### config.mk
export PLATFORM = sky130hd
export DESIGN_NAME = fp_multiplier
export DESIGN_NICKNAME = d
export VERILOG_FILES = /design/src/rtl/fp32_pkg.sv /design/src/rtl/fp32_round_pack.sv /design/src/rtl/fp_multiplier.sv
export SDC_FILE = /design/constraint.sdc
export NUM_CORES = 2
export LEC_CHECK = 0
export ABC_AREA = 1
export CAP_MARGIN = 30
export CORE_MARGIN = 2
export CORE_UTILIZATION = 50
export CTS_CLUSTER_DIAMETER = 60
export DETAILED_ROUTE_END_ITERATION = 10
export GPL_ROUTABILITY_DRIVEN = 0
export PLACE_DENSITY = 0.68
export SYNTH_ARGS = -nofsm -noshare
export SYNTH_HDL_FRONTEND = slang
export SYNTH_SLANG_ARGS = --single-unit
### constraint.sdc
create_clock -name clk -period 5.85 [get_ports clk]
set_input_delay 1.17 -clock clk [delete_from_list [all_inputs] [get_ports clk]]
set_output_delay 1.17 -clock clk [all_outputs]
set_load 0.02 [all_outputs]
### src/rtl/fp32_pkg.sv
// ----------------------------------------------------------------------------
// fp32_pkg
//   Shared definitions for the IEEE-754 single-precision arithmetic units
//   (multiplier and adder): field widths, exponent limits, special encodings,
//   the common FSM state encoding and an exponent unbias helper.
//   Internal exponents are carried as 10-bit signed values so that the
//   unnormalised range of a product (about -298 .. +255) fits without wrap.
// ----------------------------------------------------------------------------
package fp32_pkg;

   localparam int EXP_W  = 8;
   localparam int MAN_W  = 23;
   localparam int EXP_IW = 10;

   typedef logic signed [EXP_IW-1:0] exp_t;

   localparam exp_t BIAS = 10'sd127;
   localparam exp_t EMIN = -10'sd126;
   localparam exp_t EMAX = 10'sd127;

   localparam logic [31:0] QNAN    = 32'h7fc00000;
   localparam logic [31:0] POS_INF = 32'h7f800000;

   typedef enum logic [3:0] {
      IDLE,
      UNPACK,
      SPECIAL,
      NORM_A,
      NORM_B,
      MUL_0,
      MUL_1,
      NORM_1,
      NORM_2,
      ROUND,
      PACK,
      OUT
   } state_t;

   // Biased exponent field -> true exponent; denormals sit at EMIN.
   function automatic exp_t unbias(input logic [EXP_W-1:0] e);
      return (e == '0) ? EMIN : ($signed({2'b00, e}) - BIAS);
   endfunction

endpackage

### src/rtl/fp32_round_pack.sv
// ----------------------------------------------------------------------------
// fp32_round_pack
//   Combinational round-to-nearest-even and pack core.
//   Ports:
//     man        in  24  normalised mantissa (bit 23 = hidden bit)
//     exp_in     in  10  signed true exponent, >= EMIN
//     sign       in  1   result sign
//     guard      in  1   first bit below the mantissa LSB
//     round_bit  in  1   second bit below the mantissa LSB
//     sticky     in  1   OR of every bit below round_bit
//     z          out 32  packed IEEE-754 single word
//   FLUSH_DENORM=1 replaces a denormal encoding with a signed zero.
// ----------------------------------------------------------------------------
module fp32_round_pack
   import fp32_pkg::*;
#(
   parameter int FLUSH_DENORM = 0
)(
   input  logic               [23:0] man,
   input  logic signed [EXP_IW-1:0] exp_in,
   input  logic                      sign,
   input  logic                      guard,
   input  logic                      round_bit,
   input  logic                      sticky,
   output logic               [31:0] z
);

   logic        inc;
   logic [24:0] sum;
   logic [23:0] man_r;
   exp_t        exp_r;

   always_comb begin
      inc   = guard & (round_bit | sticky | man[0]);
      sum   = {1'b0, man} + {24'b0, inc};
      man_r = sum[23:0];
      exp_r = exp_in;
      // 24'hffffff + 1 carries out: renormalise to 1.0 and bump the exponent.
      if (sum[24]) begin
         man_r = sum[24:1];
         exp_r = exp_in + 10'sd1;
      end

      if (exp_r > EMAX) begin
         z = {sign, POS_INF[30:0]};
      end else if ((exp_r == EMIN) && !man_r[23]) begin
         // No hidden bit at the minimum exponent: denormal (or zero) encoding.
         z = (FLUSH_DENORM != 0) ? {sign, 31'b0} : {sign, 8'h00, man_r[MAN_W-1:0]};
      end else begin
         z = {sign, 8'(exp_r + BIAS), man_r[MAN_W-1:0]};
      end
   end

endmodule

### src/rtl/fp_multiplier.sv
// ----------------------------------------------------------------------------
// fp_multiplier
//   Multi-cycle IEEE-754 single-precision multiplier with the same strobe
//   interface as the adder, so the two chain directly.
//   Ports:
//     clk           in  1   rising-edge clock
//     rst           in  1   asynchronous active-low reset
//     input_stb     in  1   operand-valid pulse, sampled only in IDLE
//     input_a       in  32  operand A
//     input_b       in  32  operand B
//     output_z      out 32  rounded product, held until the next result
//     output_z_stb  out 1   one-cycle pulse, output_z valid
//     busy          out 1   high from the cycle after capture to the strobe cycle
//   The strobe is registered on leaving OUT, so it appears 11 clocks after
//   capture for normal operands, 3 for specials, +1 per normalise/underflow
//   shift.
// ----------------------------------------------------------------------------
module fp_multiplier
   import fp32_pkg::*;
#(
   parameter int FLUSH_DENORM = 0
)(
   input  logic        clk,
   input  logic        rst,
   input  logic        input_stb,
   input  logic [31:0] input_a,
   input  logic [31:0] input_b,
   output logic [31:0] output_z,
   output logic        output_z_stb,
   output logic        busy
);

   state_t      state_reg;
   logic [31:0] a_reg, b_reg;
   logic [23:0] m_a_reg, m_b_reg, m_reg;
   exp_t        exp_a_reg, exp_b_reg, exp_reg;
   logic        sign_reg;
   logic [47:0] prod_reg;
   logic        guard_reg, round_reg, sticky_reg;
   logic [31:0] z_reg;

   logic        a_nan, b_nan, a_inf, b_inf, a_zero, b_zero, sign_ab;
   logic        is_special;
   logic [31:0] special_z;
   logic [31:0] rp_z;

   assign a_nan   = (&a_reg[30:23]) & (|a_reg[MAN_W-1:0]);
   assign b_nan   = (&b_reg[30:23]) & (|b_reg[MAN_W-1:0]);
   assign a_inf   = (&a_reg[30:23]) & ~(|a_reg[MAN_W-1:0]);
   assign b_inf   = (&b_reg[30:23]) & ~(|b_reg[MAN_W-1:0]);
   // Unpacked mantissa is zero for true zeros and for flushed denormals.
   assign a_zero  = (m_a_reg == '0);
   assign b_zero  = (m_b_reg == '0);
   assign sign_ab = a_reg[31] ^ b_reg[31];

   always_comb begin
      special_z  = '0;
      is_special = 1'b1;
      if (a_nan | b_nan | (a_inf & b_zero) | (b_inf & a_zero))
         special_z = QNAN;
      else if (a_inf | b_inf)
         special_z = {sign_ab, POS_INF[30:0]};
      else if (a_zero | b_zero)
         special_z = {sign_ab, 31'b0};
      else
         is_special = 1'b0;
   end

   fp32_round_pack #(
      .FLUSH_DENORM (FLUSH_DENORM)
   ) u_round_pack (
      .man       (m_reg),
      .exp_in    (exp_reg),
      .sign      (sign_reg),
      .guard     (guard_reg),
      .round_bit (round_reg),
      .sticky    (sticky_reg),
      .z         (rp_z)
   );

   always_ff @(posedge clk or negedge rst) begin
      if (!rst) begin
         state_reg    <= IDLE;
         a_reg        <= '0;
         b_reg        <= '0;
         m_a_reg      <= '0;
         m_b_reg      <= '0;
         m_reg        <= '0;
         exp_a_reg    <= '0;
         exp_b_reg    <= '0;
         exp_reg      <= '0;
         sign_reg     <= 1'b0;
         prod_reg     <= '0;
         guard_reg    <= 1'b0;
         round_reg    <= 1'b0;
         sticky_reg   <= 1'b0;
         z_reg        <= '0;
         output_z     <= '0;
         output_z_stb <= 1'b0;
         busy         <= 1'b0;
      end else begin
         output_z_stb <= 1'b0;
         case (state_reg)
            IDLE: begin
               busy <= 1'b0;
               if (input_stb) begin
                  a_reg     <= input_a;
                  b_reg     <= input_b;
                  busy      <= 1'b1;
                  state_reg <= UNPACK;
               end
            end
            UNPACK: begin
               exp_a_reg <= unbias(a_reg[30:23]);
               exp_b_reg <= unbias(b_reg[30:23]);
               m_a_reg   <= ((FLUSH_DENORM != 0) && (a_reg[30:23] == '0)) ? '0 :
                            {|a_reg[30:23], a_reg[MAN_W-1:0]};
               m_b_reg   <= ((FLUSH_DENORM != 0) && (b_reg[30:23] == '0)) ? '0 :
                            {|b_reg[30:23], b_reg[MAN_W-1:0]};
               state_reg <= SPECIAL;
            end
            SPECIAL: begin
               if (is_special) begin
                  z_reg     <= special_z;
                  state_reg <= OUT;
               end else begin
                  state_reg <= NORM_A;
               end
            end
            NORM_A: begin
               // Non-zero here, so the loop always terminates.
               if (!m_a_reg[23]) begin
                  m_a_reg   <= {m_a_reg[22:0], 1'b0};
                  exp_a_reg <= exp_a_reg - 10'sd1;
               end else begin
                  state_reg <= NORM_B;
               end
            end
            NORM_B: begin
               if (!m_b_reg[23]) begin
                  m_b_reg   <= {m_b_reg[22:0], 1'b0};
                  exp_b_reg <= exp_b_reg - 10'sd1;
               end else begin
                  state_reg <= MUL_0;
               end
            end
            MUL_0: begin
               prod_reg  <= {24'b0, m_a_reg} * {24'b0, m_b_reg};
               sign_reg  <= sign_ab;
               exp_reg   <= exp_a_reg + exp_b_reg + 10'sd1;
               state_reg <= MUL_1;
            end
            MUL_1: begin
               m_reg      <= prod_reg[47:24];
               guard_reg  <= prod_reg[23];
               round_reg  <= prod_reg[22];
               sticky_reg <= |prod_reg[21:0];
               state_reg  <= NORM_1;
            end
            NORM_1: begin
               // Both inputs are normalised, so one shift always suffices.
               if (!m_reg[23]) begin
                  m_reg     <= {m_reg[22:0], guard_reg};
                  guard_reg <= round_reg;
                  round_reg <= 1'b0;
                  exp_reg   <= exp_reg - 10'sd1;
               end
               state_reg <= NORM_2;
            end
            NORM_2: begin
               if (exp_reg < EMIN) begin
                  m_reg      <= {1'b0, m_reg[23:1]};
                  guard_reg  <= m_reg[0];
                  round_reg  <= guard_reg;
                  sticky_reg <= sticky_reg | round_reg;
                  exp_reg    <= exp_reg + 10'sd1;
               end else begin
                  state_reg <= ROUND;
               end
            end
            ROUND: begin
               // The round/pack core settles from stable registers here and
               // its word is captured in PACK.
               state_reg <= PACK;
            end
            PACK: begin
               z_reg     <= rp_z;
               state_reg <= OUT;
            end
            OUT: begin
               output_z     <= z_reg;
               output_z_stb <= 1'b1;
               state_reg    <= IDLE;
            end
            default: state_reg <= IDLE;
         endcase
      end
   end

endmodule

# --- Word-level counts from Yosys, hierarchy flattened ---
# Index checks and enable logic that the tools add are counted.
word_totals:
  regBits: 288
  in_bits: 67
op_classes:
  add_sub_neg: 10
  multipliers: 1
  n_lt_le_gt_ge: 2
  n_eq_ne: 21
  n_mux: 44
  bitwise: 17
  reduce_logical: 29
op_table:
  columns: ["cell", "count"]
  rows:
  - ["$mux W32", 4]
  - ["$mux W24", 5]
  - ["$pmux W24 S2", 2]
  - ["$pmux W24 S3", 1]
  - ["$mux W10", 7]
  - ["$pmux W32 S2", 1]
  - ["$mux W31", 2]
  - ["$logic_not A24 Y1", 2]
  - ["$mul A24 B24 Y48", 1]
  - ["$reduce_or A23 Y1", 2]
  - ["$pmux W4 S11", 1]
  - ["$pmux W10 S2", 2]
  - ["$pmux W10 S3", 1]
  - ["$sub A10 B2 Y10 const B", 3]
  - ["$add A24 B1 Y25", 1]
  - ["$reduce_or A22 Y1", 1]
  - ["$add A10 B2 Y10 const B", 2]
  - ["$mux W4", 5]
  - ["$ne A2 B2 Y1 const B", 9]
  - ["$sub A8 B7 Y9 const B", 2]
  - ["$eq A4 B3 Y1 const B", 4]
  - ["$eq A4 B4 Y1 const B", 4]
  - ["$logic_not A8 Y1", 2]
  - ["$reduce_and A8 Y1", 2]
  - ["23 further kinds", 58]

# --- Depth between registers and ports, before layout ---
logic_depth:
  ltp_word: 10
  ltp_mapped: 31
  ltp_nobuf: 29

# --- Hierarchy ---
# Synthesis repeated with hierarchy kept, for this count alone.
unflattened:
  cells_unflattened: 4810
  area_unflattened_um2: 35754.3
by_module_without_submodules:
  columns: ["module", "n_inst", "cells_per_inst", "area_each_um2"]
  rows:
  - ["fp_multiplier", 1, 4539, 34356.7]
  - ["fp32_round_pack", 1, 271, 1397.6]

# --- Least setup slack after synthesis ---
# No wires, ideal clock.
synth_timing:
  path_type: "register to register"
  start: "register m_b_reg[3]"
  end: "register prod_reg[28]"
  arrival_time_ns: 5.885
  setup_slack_ns: -0.153
  path_stages_with_launch: 28
  cell_sequence: "dfrtp_1 > buf_2 > clkbuf_1 > nand2_1 > fa_1 > inv_1 > fa_1 > inv_1 > fa_1 > inv_1 > fa_1 > fa_1 > fa_1 > inv_1 > fa_1 > inv_1 > ha_1 > nand2_1 > nor2_1 > inv_1 > o21ai_0 > nor2_1 > o21ai_0 > nand2_1 > nand2_1 > nand2_1 > nand3_1 > nand2_1"
synth_between:
  elab_chain_len: 1
synth_lines:
  columns: ["item", "line_no", "rtl"]
  rows:
  - ["start: declaration", "fp_multiplier.sv:35", "logic [23:0] m_a_reg, m_b_reg, m_reg;"]
  - ["start signal: assignment", "fp_multiplier.sv:118", "m_b_reg <= ((FLUSH_DENORM != 0) && (b_reg[30:23] == '0)) ? '0 :"]
  - ["start signal: assignment", "fp_multiplier.sv:141", "m_b_reg <= {m_b_reg[22:0], 1'b0};"]
  - ["$mul A24 B24 Y48", "fp_multiplier.sv:148", "prod_reg <= {24'b0, m_a_reg} * {24'b0, m_b_reg};"]
  - ["end signal: assignment", "fp_multiplier.sv:148", null]
  - ["end: declaration", "fp_multiplier.sv:38", "logic [47:0] prod_reg;"]
# Every way passes these cells.
# A chain may end at the register's enable or synchronous reset.

# --- Worst setup path in the final report ---
layout_timing:
  start: "register m_b_reg[3]"
  end: "register prod_reg[40]"
# Same word-level chain as after synthesis.

==> impl_metrics.ini <==
[timing]
period_share = 1.08
setup_viol = 35
worstMarginPinSlew_ns = 1.02
fin_worst_skew_ns = 0.0314
hold_ws_ns = 0.457
rsz0062_at_grt = true
fmax_mhz = 159
fin_crit_ns = 6.30
hold_viol_final = 0
final_max_slew_viol_count = 0
timing.slew.headroom = 0.319
layout_setup_ws_ns = -0.454

[clock_tree]
cts_buffers = 35
path_clk_slew_ns = 0.07
cts_tree = done
cts.sinks = 288
worstSkewPairLatency_ns = 0.56
cts_buffer_depth = 3
ctsRootBufferMaster = clkbuf_16
cts.htree.levels = 2

[yosys]
synth_area_leader_cell = fa_1
synth.most_common_cell = nand2_1
ys_async_sr_fraction = 1.00
syn_inst = 4652
yosysSeqAreaShare = 0.206
synth_commonest_cells = 1228 x nand2_1, 1191 x inv_1, 483 x fa_1
syn_nets = 5397
ys_types = 50
synth_edf_count = 0
synth_seq_cells = 288
syn_avg_cell_area_um2 = 7.53
netlist.area_leader.share = 0.276
ys_warn_count = 0
synth_ff_type = dfrtp_1
synthTopCellsByArea = fa_1 28%, dfrtp_1 21%, nand2_1 13%
syn_area_um2 = 35000

[critical_path]
criticalPathCategory = reg2reg
slowest_delay_ns = 0.57
end_kind = register
cp_max_fo = 3
crit_required_ns = 6.29
path_common_cell = fa_1
crit_path_start_kind = register
r2r_slack_ns = -0.45
slowest_stage = fa_1
worstPathArrival_ns = 6.74

[die]
dieHeight_um = 269
die_area_um2 = 72200
floorplan.core_area_um2 = 69700
num_rows = 97
initial_core_util = 0.503
pin_count = 101
die_w_um = 269

[place]
dpl.hpwl_mm = 78.3
numPortBuffers = 100
placed_cells = 5800
dp_slack_ns = -0.699

[detailed_routing]
drc_errors = 0
wl_per_cell_um = 17.2
wl_mm = 102
drt_pass1_iterations = 8
drt-vias-per-instance = 5.22
dr_total_vias = 31000
final_antenna_net_count = 0
drt_iter0_markers = 2807

[global_route]
grt_pass1_wl_mm = 163
grt_pass1_vias = 31400
grt.total_usage = 0.285
grt-ovfl-total = 0
antenna_found_initial = 0
grt_max_degree = 98

[outcome]
violations = negative setup slack
outcome = complete, but fails checks

[final_layout]
final_layout_size_suffix_gt1_frac = 0.175
nFillCells = 5870
nets = 5727
largest_reg_flops = 48
multi_input_area_um2 = 24200
utilization = 0.622
seq_area_um2 = 7230
antenna_cells = 0
area_growth_pct = 23.6
stdcell_count = 5945

[run]
maxCapViolCount = 0

[worst_hold_path]
hp-class = reg2reg
[logic make-up after synthesis]
group | share of synthesized area
xor+xnor | 0.0137
buf+inv | 0.155
simple gates | 0.200
flops | 0.206
compound gates | 0.0804
fa+ha+maj | 0.345
[layout by cell type (no fill, tap or decap), types with 28 or more instances in the layout]
cell type        instances
a21oi_1                 51
ha_1                   161
nand2_1               1169
o21ai_0                197
nand2_2                 47
nor2_2                  36
nand3_1                119
xor2_1                  35
clkdlybuf4s50_1         99
o21ai_1                 42
nand4_1                 53
clkbuf_16               36
buf_6                   57
inv_2                   77
nor2_4                  48
nor2_1                 163
ha_4                    28
fa_1                   467
o221ai_1                55
dfrtp_1                271
buf_4                  290
buf_12                  52
inv_1                 1118
[critical path, delay by kind of cell, from the launching register on]
family / cells / cell delay (ns)
flip-flops: 1 / 0.47
buffers and inverters: 9 / 0.66
AO/OA/AOI/OAI: 2 / 0.33
adder cells (fa/ha/maj): 8 / 3.83
AND/OR/NAND/NOR: 9 / 0.89
[layout make-up]
class                   count  share of cell area
repair buffers            508               0.117
well taps                 940              0.0271
inverters                1205               0.105
clock inverters            13             0.00436
multi-input cells        2944               0.557
clock buffers              47              0.0226
flip-flops and latches    288               0.167
[metal layers]
metal	track usage	vias to the layer above	routed length, µm
li1	-	14500	-
met1	0.381	15200	42700
met2	0.465	1132	47600
met3	0.0464	254	7250
met4	0.109	0	4410
met5	0	-	0
[worst paths after layout]
| check | depth (start not counted) | end | startpoint |
|---|---|---|---|
| worst max-delay path | 28 | prod_reg[40]$_DFFE_PN0P_ | m_b_reg[3]$_DFFE_PN0P_ |
| worst min-delay path | 2 | output_z[18]$_DFFE_PN0P_ | z_reg[18]$_DFFE_PN0P_ |
| worst max register to register | 28 | prod_reg[40]$_DFFE_PN0P_ | m_b_reg[3]$_DFFE_PN0P_ |
| worst min register to register | 2 | output_z[18]$_DFFE_PN0P_ | z_reg[18]$_DFFE_PN0P_ |
| max in group asynchronous | 2 | prod_reg[4]$_DFFE_PN0P_ | rst |
| min in group asynchronous | 1 | b_reg[22]$_DFFE_PN0P_ | rst |
[what timing repair did]
action,in CTS,in global routing
endpoints found under the setup margin,36,37
pin swaps,101,144
hold buffers,0,0
gates resized for setup,317,271
buffers inserted,55,35
gates cloned,2,1
[per-stage QoR]
step           area [µm²]  TNS [ns]
4_1_cts             42100     -7.68
2_1_floorplan       35100   -0.0962
6_report            43300    -10.58
3_5_place_dp        39400    -16.42
3_3_place_gp        39400    -14.46
5_1_grt             43300    -17.38
Power is left out: the tool's default activity adds up to more than one toggle a clock period on the data nets, which glitch-free logic cannot reach.
